==> src/rtl/slot_pkg.sv <==
// Shared types and constants for the slot-machine credit/game controller.
package slot_pkg;

  typedef enum logic [2:0] {
    IDLE,
    SPIN,
    STOPPED1,
    STOPPED2,
    JUDGE,
    PAYOUT
  } state_e;

  localparam logic [1:0] WIN_NONE   = 2'd0;
  localparam logic [1:0] WIN_PAIR   = 2'd2;
  localparam logic [1:0] WIN_TRIPLE = 2'd3;

  localparam int CREDIT_MAX = 99;

  function automatic logic [1:0] judge_reels(input logic [3:0] r1,
                                             input logic [3:0] r2,
                                             input logic [3:0] r3);
    if (r1 == r2 && r2 == r3) return WIN_TRIPLE;
    if (r1 == r2 || r2 == r3 || r1 == r3) return WIN_PAIR;
    return WIN_NONE;
  endfunction

endpackage

==> src/rtl/btn_event.sv <==
// Button conditioning: 2-flop synchroniser, optional debouncer, one-cycle rising-edge pulse.
// Debouncer present only when SLOT_DEBOUNCE_EN is defined.
module btn_event
`ifdef SLOT_DEBOUNCE_EN
#(
  parameter int DB_CYCLES = 16
)
`endif
(
  input  logic clk_i,
  input  logic rst_ni,
  input  logic btn_i,
  output logic pulse_o
);

  logic sync0_q, sync1_q;
  logic level_w;
  logic prev_q;

  always_ff @(posedge clk_i or negedge rst_ni) begin
    if (!rst_ni) begin
      sync0_q <= 1'b0;
      sync1_q <= 1'b0;
    end else begin
      sync0_q <= btn_i;
      sync1_q <= sync0_q;
    end
  end

`ifdef SLOT_DEBOUNCE_EN
  localparam int CW = $clog2(DB_CYCLES + 1);
  localparam logic [CW-1:0] DB_LOAD = CW'(DB_CYCLES - 1);

  logic          db_q;
  logic [CW-1:0] db_cnt_q;

  // Down-counter reloads whenever the input agrees with the debounced level.
  always_ff @(posedge clk_i or negedge rst_ni) begin
    if (!rst_ni) begin
      db_q     <= 1'b0;
      db_cnt_q <= DB_LOAD;
    end else if (sync1_q == db_q) begin
      db_cnt_q <= DB_LOAD;
    end else if (db_cnt_q == '0) begin
      db_q     <= sync1_q;
      db_cnt_q <= DB_LOAD;
    end else begin
      db_cnt_q <= db_cnt_q - 1'b1;
    end
  end

  assign level_w = db_q;
`else
  assign level_w = sync1_q;
`endif

  always_ff @(posedge clk_i or negedge rst_ni) begin
    if (!rst_ni) prev_q <= 1'b0;
    else         prev_q <= level_w;
  end

  assign pulse_o = level_w & ~prev_q;

endmodule

==> src/rtl/slot_credit_ctrl.sv <==
// Slot-machine game/credit controller: coin/start/stop handling, reel STOP sequencing, judging, payout.
// Optional SLOT_DEBOUNCE_EN adds a debouncer in each button path.
//
// state    | meaning
// IDLE     | waiting for a paid start; reels frozen
// SPIN     | all reels running
// STOPPED1 | reel 1 frozen
// STOPPED2 | reels 1-2 frozen
// JUDGE    | all frozen; compare reel digits
// PAYOUT   | add prize, return to IDLE
module slot_credit_ctrl #(
  parameter int COST       = 1,
  parameter int COIN_VALUE = 1,
  parameter int PRIZE_2    = 3,
  parameter int PRIZE_3    = 10,
  parameter int CREDIT_MAX = slot_pkg::CREDIT_MAX
`ifdef SLOT_DEBOUNCE_EN
  , parameter int DB_CYCLES = 16
`endif
) (
  input  logic       CLK,
  input  logic       RST,
  input  logic       C_IN,
  input  logic       GAME_START,
  input  logic       STOP_BTN,
  input  logic [3:0] REEL1,
  input  logic [3:0] REEL2,
  input  logic [3:0] REEL3,
  output logic [6:0] CREDIT,
  output logic       STOP1,
  output logic       STOP2,
  output logic       STOP3,
  output logic [1:0] WIN,
  output logic       BUSY
);

  import slot_pkg::*;

  logic coin_ev, start_ev, stop_ev;

`ifdef SLOT_DEBOUNCE_EN
  btn_event #(.DB_CYCLES(DB_CYCLES)) u_coin  (.clk_i(CLK), .rst_ni(RST), .btn_i(C_IN),       .pulse_o(coin_ev));
  btn_event #(.DB_CYCLES(DB_CYCLES)) u_start (.clk_i(CLK), .rst_ni(RST), .btn_i(GAME_START), .pulse_o(start_ev));
  btn_event #(.DB_CYCLES(DB_CYCLES)) u_stop  (.clk_i(CLK), .rst_ni(RST), .btn_i(STOP_BTN),   .pulse_o(stop_ev));
`else
  btn_event u_coin  (.clk_i(CLK), .rst_ni(RST), .btn_i(C_IN),       .pulse_o(coin_ev));
  btn_event u_start (.clk_i(CLK), .rst_ni(RST), .btn_i(GAME_START), .pulse_o(start_ev));
  btn_event u_stop  (.clk_i(CLK), .rst_ni(RST), .btn_i(STOP_BTN),   .pulse_o(stop_ev));
`endif

  state_e     state_q;
  logic [7:0] credit_q, credit_d;
  logic [2:0] stop_q;
  logic [1:0] win_q;
  logic       busy_q;
  logic       start_ok;

  assign start_ok = (state_q == IDLE) && start_ev && (int'(credit_q) >= COST);

  // Coin, prize and deduct all combine in one sum that is saturated once.
  always_comb begin
    int sum;
    sum = int'(credit_q);
    if (coin_ev)  sum = sum + COIN_VALUE;
    if (start_ok) sum = sum - COST;
    if (state_q == PAYOUT) begin
      if (win_q == WIN_TRIPLE)    sum = sum + PRIZE_3;
      else if (win_q == WIN_PAIR) sum = sum + PRIZE_2;
    end
    credit_d = (sum > CREDIT_MAX) ? 8'(CREDIT_MAX) : 8'(sum);
  end

  always_ff @(posedge CLK or negedge RST) begin
    if (!RST) begin
      state_q  <= IDLE;
      credit_q <= 8'd0;
      stop_q   <= 3'b111;
      win_q    <= WIN_NONE;
      busy_q   <= 1'b0;
    end else begin
      credit_q <= credit_d;
      case (state_q)
        IDLE: begin
          if (start_ok) begin
            state_q <= SPIN;
            stop_q  <= 3'b000;
            win_q   <= WIN_NONE;
            busy_q  <= 1'b1;
          end
        end
        SPIN: begin
          if (stop_ev) begin
            state_q   <= STOPPED1;
            stop_q[0] <= 1'b1;
          end
        end
        STOPPED1: begin
          if (stop_ev) begin
            state_q   <= STOPPED2;
            stop_q[1] <= 1'b1;
          end
        end
        STOPPED2: begin
          if (stop_ev) begin
            state_q   <= JUDGE;
            stop_q[2] <= 1'b1;
          end
        end
        // Reels have been frozen for a full cycle by the time JUDGE samples them.
        JUDGE: begin
          win_q   <= judge_reels(REEL1, REEL2, REEL3);
          state_q <= PAYOUT;
        end
        PAYOUT: begin
          state_q <= IDLE;
          busy_q  <= 1'b0;
        end
        default: begin
          state_q <= IDLE;
          busy_q  <= 1'b0;
        end
      endcase
    end
  end

  assign CREDIT = credit_q[6:0];
  assign STOP1  = stop_q[0];
  assign STOP2  = stop_q[1];
  assign STOP3  = stop_q[2];
  assign WIN    = win_q;
  assign BUSY   = busy_q;

endmodule

==> config.mk <==
export PLATFORM = sky130hd
export DESIGN_NAME = slot_credit_ctrl
export DESIGN_NICKNAME = d
export VERILOG_FILES = /design/src/rtl/slot_pkg.sv /design/src/rtl/btn_event.sv /design/src/rtl/slot_credit_ctrl.sv
export SDC_FILE = /design/constraint.sdc
export NUM_CORES = 1
export LEC_CHECK = 0
export CAP_MARGIN = 20
export CORE_MARGIN = 2
export CORE_UTILIZATION = 30
export CTS_CLUSTER_SIZE = 30
export DETAILED_ROUTE_END_ITERATION = 10
export SYNTH_ARGS = -nofsm -noshare
export SYNTH_HDL_FRONTEND = slang
export SYNTH_SLANG_ARGS = --single-unit
==> constraint.sdc <==
create_clock -name CLK -period 3.8 [get_ports CLK]
set_input_delay 0.57 -clock CLK [delete_from_list [all_inputs] [get_ports CLK]]
set_output_delay 0.57 -clock CLK [all_outputs]
set_load 0.005 [all_outputs]
==> flow_summary.json, run 1 <==
{
  "postCtsSetupBuffers": 0,
  "pin_count": 30,
  "synth_area_um2": 2000,
  "synth_edf_count": 0,
  "crit_family": "compound AO/OA/AOI/OAI gates",
  "cp_cell_sequence": "or4b_4 -> a211o_1 -> buf_4 -> xnor2_2 -> ha_1 -> nand2b_1 -> o32ai_1 -> a21o_1 -> xor2_1 -> o311ai_2 -> o22ai_2 -> a211o_1",
  "synth_top_cells_by_count": "dfrtp_1 (23), xnor2_1 (15), xor2_1 (14)",
  "layout-drive-gt1-share": 0.128,
  "worstSetupEndpointType": "register",
  "synth_cell_types": 56,
  "wire_per_inst_um": 14.0,
  "insertion_delay_ns": 0.27,
  "netlist_top_cells_area": "dfrtp_1 (29%), xnor2_1 (6.6%), xor2_1 (6.1%)",
  "fin_crit_ns": 3.53,
  "syn_nets": 241,
  "cpPeakStageDelay_ns": 0.55,
  "die_area_um2": 7350,
  "slew_violations": 0,
  "yosys_register_bits": 26,
  "fin_nets": 269,
  "num_vias": 1627,
  "start_util": 0.314,
  "gr-total-overflow": 0,
  "path_class": "reg2reg",
  "yosys.area.top_type_share": 0.287,
  "n_antenna_cell": 0,
  "finClkSkew_ns": 0.00453,
  "powerDensity_nw_per_um2": 627,
  "crit_start": "state_q[0]$_DFFE_PN0P_",
  "cts.sinks": 26,
  "cap_viol_max_count": 0,
  "final.fill_count": 654,
  "antenna_left": 0,
  "tns_ns": 0,
  "p_leak_nw": 0.999,
  "path_clk_slew_ns": 0.09,
  "synth_most_common_cell": "dfrtp_1",
  "worst_ir_drop_vdd_v": 0.000376,
  "hold_violations": 0,
  "h-tree-depth": 1,
  "syn2layout_area_growth_pct": 22.6,
  "slowest_stage": "or4b_4",
  "portBuffers": 29,
  "period_share": 0.929,
  "drtIter0Drc": 54,
  "ctsLongestPathBuffers": 2,
  "synthArstFlopShare": 1.00,
  "die_y_um": 85.7,
  "tritoncts": "done",
  "avgViaCountPerCell": 5.08,
  "drt_first_pass_iters": 5,
  "rsz0062_at_grt": "false",
  "gp_congestion": 0.853,
  "yosys_warnings": 0,
  "syn_area_per_cell_um2": 9.27,
  "slew_headroom": 0.498,
  "dpl.cell_count": 316,
  "routed_wirelength_um": 4470,
  "numCtsBuffers": 3,
  "worstHoldStart": "u_stop.sync0_q$_DFF_PN0_",
  "ctsRootBufferMaster": "clkbuf_8",
  "cp.arrival_ns": 3.70,
  "grt_pass1_vias": 1618,
  "row_count": 29,
  "max_freq_mhz": 283,
  "antenna_found_initial": 0,
  "worstMarginPinSlew_ns": 0.748,
  "grt_pass1_wl_um": 7550,
  "instances_no_fill": 320,
  "cp_max_fo": 9,
  "grt_use_total": 0.125,
  "fp.dieW_um": 85.7,
  "ff2ff_setup_slack_ns": 0.27,
  "worst-path-buf-inv": 1,
  "status": "completed",
  "syn_inst": 216,
  "cp.required_ns": 3.97,
  "coreArea_um2": 6390,
  "startpoint_type": "register",
  "dp_hpwl_um": 3470,
  "hp-class": "reg2reg",
  "r2r_start": "state_q[0]$_DFFE_PN0P_",
  "setup_viol": 0,
  "yosysSeqAreaShare": 0.327,
  "crit_top_cell": "a211o_1",
  "drc_errors": 0,
  "synthFlopType": "dfrtp_1",
  "yosysTopAreaCell": "dfrtp_1",
  "grt_max_degree": 27
}
==> final timing paths <==
kind / endpoint / cells after the start
worst max-delay path: credit_q[1]$_DFF_PN0_ / 12
worst min-delay path: u_stop.level_w$_DFF_PN0_ / 0
worst max register to register: credit_q[1]$_DFF_PN0_ / 12
worst min register to register: u_stop.level_w$_DFF_PN0_ / 0
max in group asynchronous: stop_q[2]$_DFFE_PN1P_ / 2
min in group asynchronous: state_q[2]$_DFFE_PN0P_ / 2
==> per-stage QoR <==
step	util	hold WS [ns]	worst slack [ns]	instance area, µm²	total power [mW]
after global placement	0.369	0.334	0.276	2350	1.28
after global routing	0.385	0.362	0.0106	2460	1.67
after CTS	0.380	0.357	0.124	2430	1.52
final	0.385	0.355	0.271	2460	1.54
after detailed placement	0.369	0.335	0.166	2350	1.28
after floorplan	-	0.274	0.393	2000	1.03
==> report_power, final <==
part / internal (mW) / switching, mW / leakage, nW / total (mW)
sequential: 0.364 / 0.120 / 0.310 / 0.484
combinational: 0.414 / 0.411 / 0.654 / 0.825
clock: 0.141 / 0.0889 / 0.0357 / 0.230
==> layer usage <==
layer  vias up  GRT usage  part of all wire
met3         6     0.0144             0.031
met4         0     0.0289             0.010
met5         -          0                 0
met1       757      0.171              0.48
met2        37      0.212              0.48
li1        827          -                 -
==> sequential cells by signal, summed over array words and instances, names as in the netlist, 2 cells and up <==
| register | flops |
|---|---|
| credit_q | 8 |
| state_q | 3 |
| stop_q | 3 |
| WIN | 2 |
==> cells by family (layout without fill, tap and decap cells) <==
logic type,after synthesis,in the layout,share of synthesized area
AND/OR/NAND/NOR,81,81,0.234
AO/OA/AOI/OAI,43,43,0.161
XOR/XNOR,29,29,0.127
buffers and inverters,22,49,0.0625
multiplexers,7,7,0.0387
flip-flops,26,26,0.327
adder cells (fa/ha/maj),8,8,0.0500
==> cells in the final DEF (no fill, tap or decap), types with 3 or more instances in the layout <==
| cell type | instances |
|---|---|
| o21ai_0 | 13 |
| ha_1 | 8 |
| nor2_1 | 13 |
| o31ai_1 | 4 |
| mux2i_1 | 4 |
| xor2_1 | 14 |
| nand4_1 | 5 |
| dfstp_2 | 3 |
| inv_1 | 8 |
| clkbuf_8 | 3 |
| nand2b_1 | 5 |
| buf_4 | 8 |
| xnor2_1 | 14 |
| nand3_1 | 8 |
| nand2_1 | 12 |
| nor3_1 | 6 |
| and3_1 | 3 |
| nor3b_1 | 4 |
| and2_1 | 6 |
| clkdlybuf4s50_1 | 29 |
| nor2b_1 | 3 |
| dfrtp_1 | 21 |
| a21oi_1 | 3 |
==> final cells by class <==
type,instances,area [µm²],area share
clock inverter,1,30.0,0.0122
tap,77,96.3,0.0392
clock buffer,3,41.3,0.0168
timing repair buffer,37,350,0.143
inverter,8,30.0,0.0122
multi-input combinational,168,1250,0.509
sequential,26,657,0.267
==> what timing repair did <==
item | CTS | global route
hold buffers | 0 | 0
gates resized for setup | 0 | 6
setup endpoints to repair | 0 | 5
(Power assumes the default switching activity.)
==> run 2, diff against run 1 <==
- ABC_CLOCK_PERIOD_IN_PS: unset -> 3800
==> results of run 2 <==
No change in the layout: final DEF, timing and power equal those of run 1.
==> run 3, diff against run 2 <==
- CORE_UTILIZATION: 30 -> 25
==> run 3 against run 2 <==
  * Clock power about the same
  * Utilization down 6.1 points
  * Critical path depth unchanged
  * Worst hold slack about the same
  * Flip-flop and latch count unchanged
  * Die area up 19%
  * Via count up 3.5%
  * Register-to-register slack worse by 0.04 ns
  * Power up 0.30%
  * Largest cell class unchanged
  * Highest routed layer unchanged
==> flow_summary.json, run 3 (synthesis results as in run 1) <==
{
  "wire_per_inst_um": 13.6,
  "grt_pass1_vias": 1703,
  "hold_end": "u_coin.level_w$_DFF_PN0_",
  "dpl_worst_slack_ns": 0.0429,
  "hold-path-cell-count": 0,
  "reg2reg_depth": 12,
  "portBuffers": 29,
  "worst_ir_drop_vdd_v": 0.000361,
  "reg_top3": "credit_q: 8 flops, state_q: 3 flops, stop_q: 3 flops",
  "dp_hpwl_um": 3690,
  "grt_pass1_wl_um": 8030,
  "insertion_delay_ns": 0.27,
  "cap_viol_max_count": 0,
  "slew_headroom": 0.469,
  "p_leak_nw": 0.998,
  "fin_nets": 268,
  "grt_max_degree": 27,
  "crit_start": "state_q[0]$_DFFE_PN0P_",
  "cp_max_fo": 9,
  "pin_count": 30,
  "r2r-end": "credit_q[1]$_DFF_PN0_",
  "drt_first_pass_iters": 4,
  "worstSetupEndpointType": "register",
  "setup_viol": 0,
  "path_class": "reg2reg",
  "h-tree-depth": 1,
  "drc_errors": 0,
  "fin_crit_ns": 3.57,
  "layout-drive-gt1-share": 0.124,
  "r2r_start": "state_q[0]$_DFFE_PN0P_",
  "cp.arrival_ns": 3.73,
  "worstHoldStart": "u_coin.sync0_q$_DFF_PN0_",
  "startpoint_type": "register",
  "n_antenna_cell": 0,
  "period_share": 0.938,
  "numCtsBuffers": 3,
  "ff2ff_setup_slack_ns": 0.23,
  "final_common_cell": "clkdlybuf4s50_1",
  "avgViaCountPerCell": 4.90,
  "ctsRootBufferMaster": "clkbuf_8",
  "regMostFlops": "credit_q",
  "cts.sinks": 26,
  "routed_wirelength_um": 4680,
  "drtIter0Drc": 69,
  "total_power_mw": 1.54,
  "gr-total-overflow": 0,
  "hold_violations": 0,
  "multi_input_area_um2": 1270,
  "final_cell_mix": "clkdlybuf4s50_1 (29), dfrtp_1 (22), xnor2_1 (14)",
  "max_freq_mhz": 280,
  "num_vias": 1684,
  "antenna_left": 0,
  "setup_slack_ns": 0.234,
  "worstMarginPinSlew_ns": 0.791,
  "syn2layout_area_growth_pct": 24.7,
  "slew_violations": 0,
  "antenna_found_initial": 0,
  "start_util": 0.259,
  "status": "completed",
  "fp.dieW_um": 93.5,
  "gp_congestion": 0.788,
  "die_y_um": 93.5,
  "largest_reg_flops": 8,
  "die_area_um2": 8750,
  "cp.required_ns": 3.97,
  "powerDensity_nw_per_um2": 618,
  "regArea_um2": 656,
  "path_clk_slew_ns": 0.09,
  "ctsLongestPathBuffers": 2,
  "finClkSkew_ns": 0.00270,
  "grt_use_total": 0.113,
  "tritoncts": "done",
  "coreArea_um2": 7730,
  "row_count": 32,
  "final.fill_count": 790,
  "hp-class": "reg2reg"
}
run 3: cell count changes in the layout (fill, tap and decap cells not counted), sizes merged:
cell and delta:
buf -1
run 3: per-stage QoR:
step           instances  utilization  hold slack (ns)  area [µm²]  setup TNS (ns)
4_1_cts              344        0.317            0.358        2450               0
5_1_grt              344        0.323            0.367        2500         -0.0145
3_5_place_dp         340        0.308            0.335        2380               0
3_3_place_gp         340        0.308            0.332        2380               0
2_1_floorplan        216            -            0.274        2000               0
6_report             344        0.323            0.355        2500               0
run 3: power by group:
part | total (mW) | internal (mW) | switching (mW)
logic | 0.832 | 0.411 | 0.422
registers | 0.480 | 0.363 | 0.117
clock network | 0.232 | 0.141 | 0.0908
run 3: area by class of cell:
type | instances | area share
repair buffers | 36 | 0.137
flip-flops and latches | 26 | 0.263
well taps | 102 | 0.0511
clock buffers | 3 | 0.0165
multi-input cells | 168 | 0.509
clock inverters | 1 | 0.0120
inverters | 8 | 0.0120
run 3: worst max path at each step:
stage | endpoint | slack, ns
2_1_floorplan | credit_q[1]$_DFF_PN0_ | 0.39
3_3_place_gp | credit_q[1]$_DFF_PN0_ | 0.1
3_5_place_dp | credit_q[1]$_DFF_PN0_ | 0.04
5_1_grt | credit_q[5]$_DFF_PN0_ | -0.009
6_report | credit_q[1]$_DFF_PN0_ | 0.23
4_1_cts | credit_q[1]$_DFF_PN0_ | 0.01
run 3: timing repair:
action                                  4_1_cts  5_1_grt
setup buffers                                 0        0
endpoints found under the hold margin         0        0
gates resized for setup                       0        7
endpoints found under the setup margin        0        6
hold buffers                                  0        0
run 3: layer usage:
| layer | vias to the layer above | GRT usage | wire length [µm] |
|---|---|---|---|
| li1 | 829 | - | - |
| met1 | 807 | 0.145 | 2200 |
| met2 | 42 | 0.198 | 2250 |
| met3 | 6 | 0.0169 | 182 |
| met4 | 0 | 0.0257 | 43 |
| met5 | - | 0 | 0 |
run 3: worst max-delay path, cell delays in order (launching register included):
cell and delay (ns):
dfrtp_1 0.48, or4b_4 0.55, a211o_1 0.30, buf_4 0.18, xnor2_2 0.17, ha_1 0.23, nand2b_1 0.15, o32ai_1 0.24
a21o_1 0.24, xor2_1 0.11, o311ai_1 0.40, o22ai_2 0.17, a211o_1 0.24
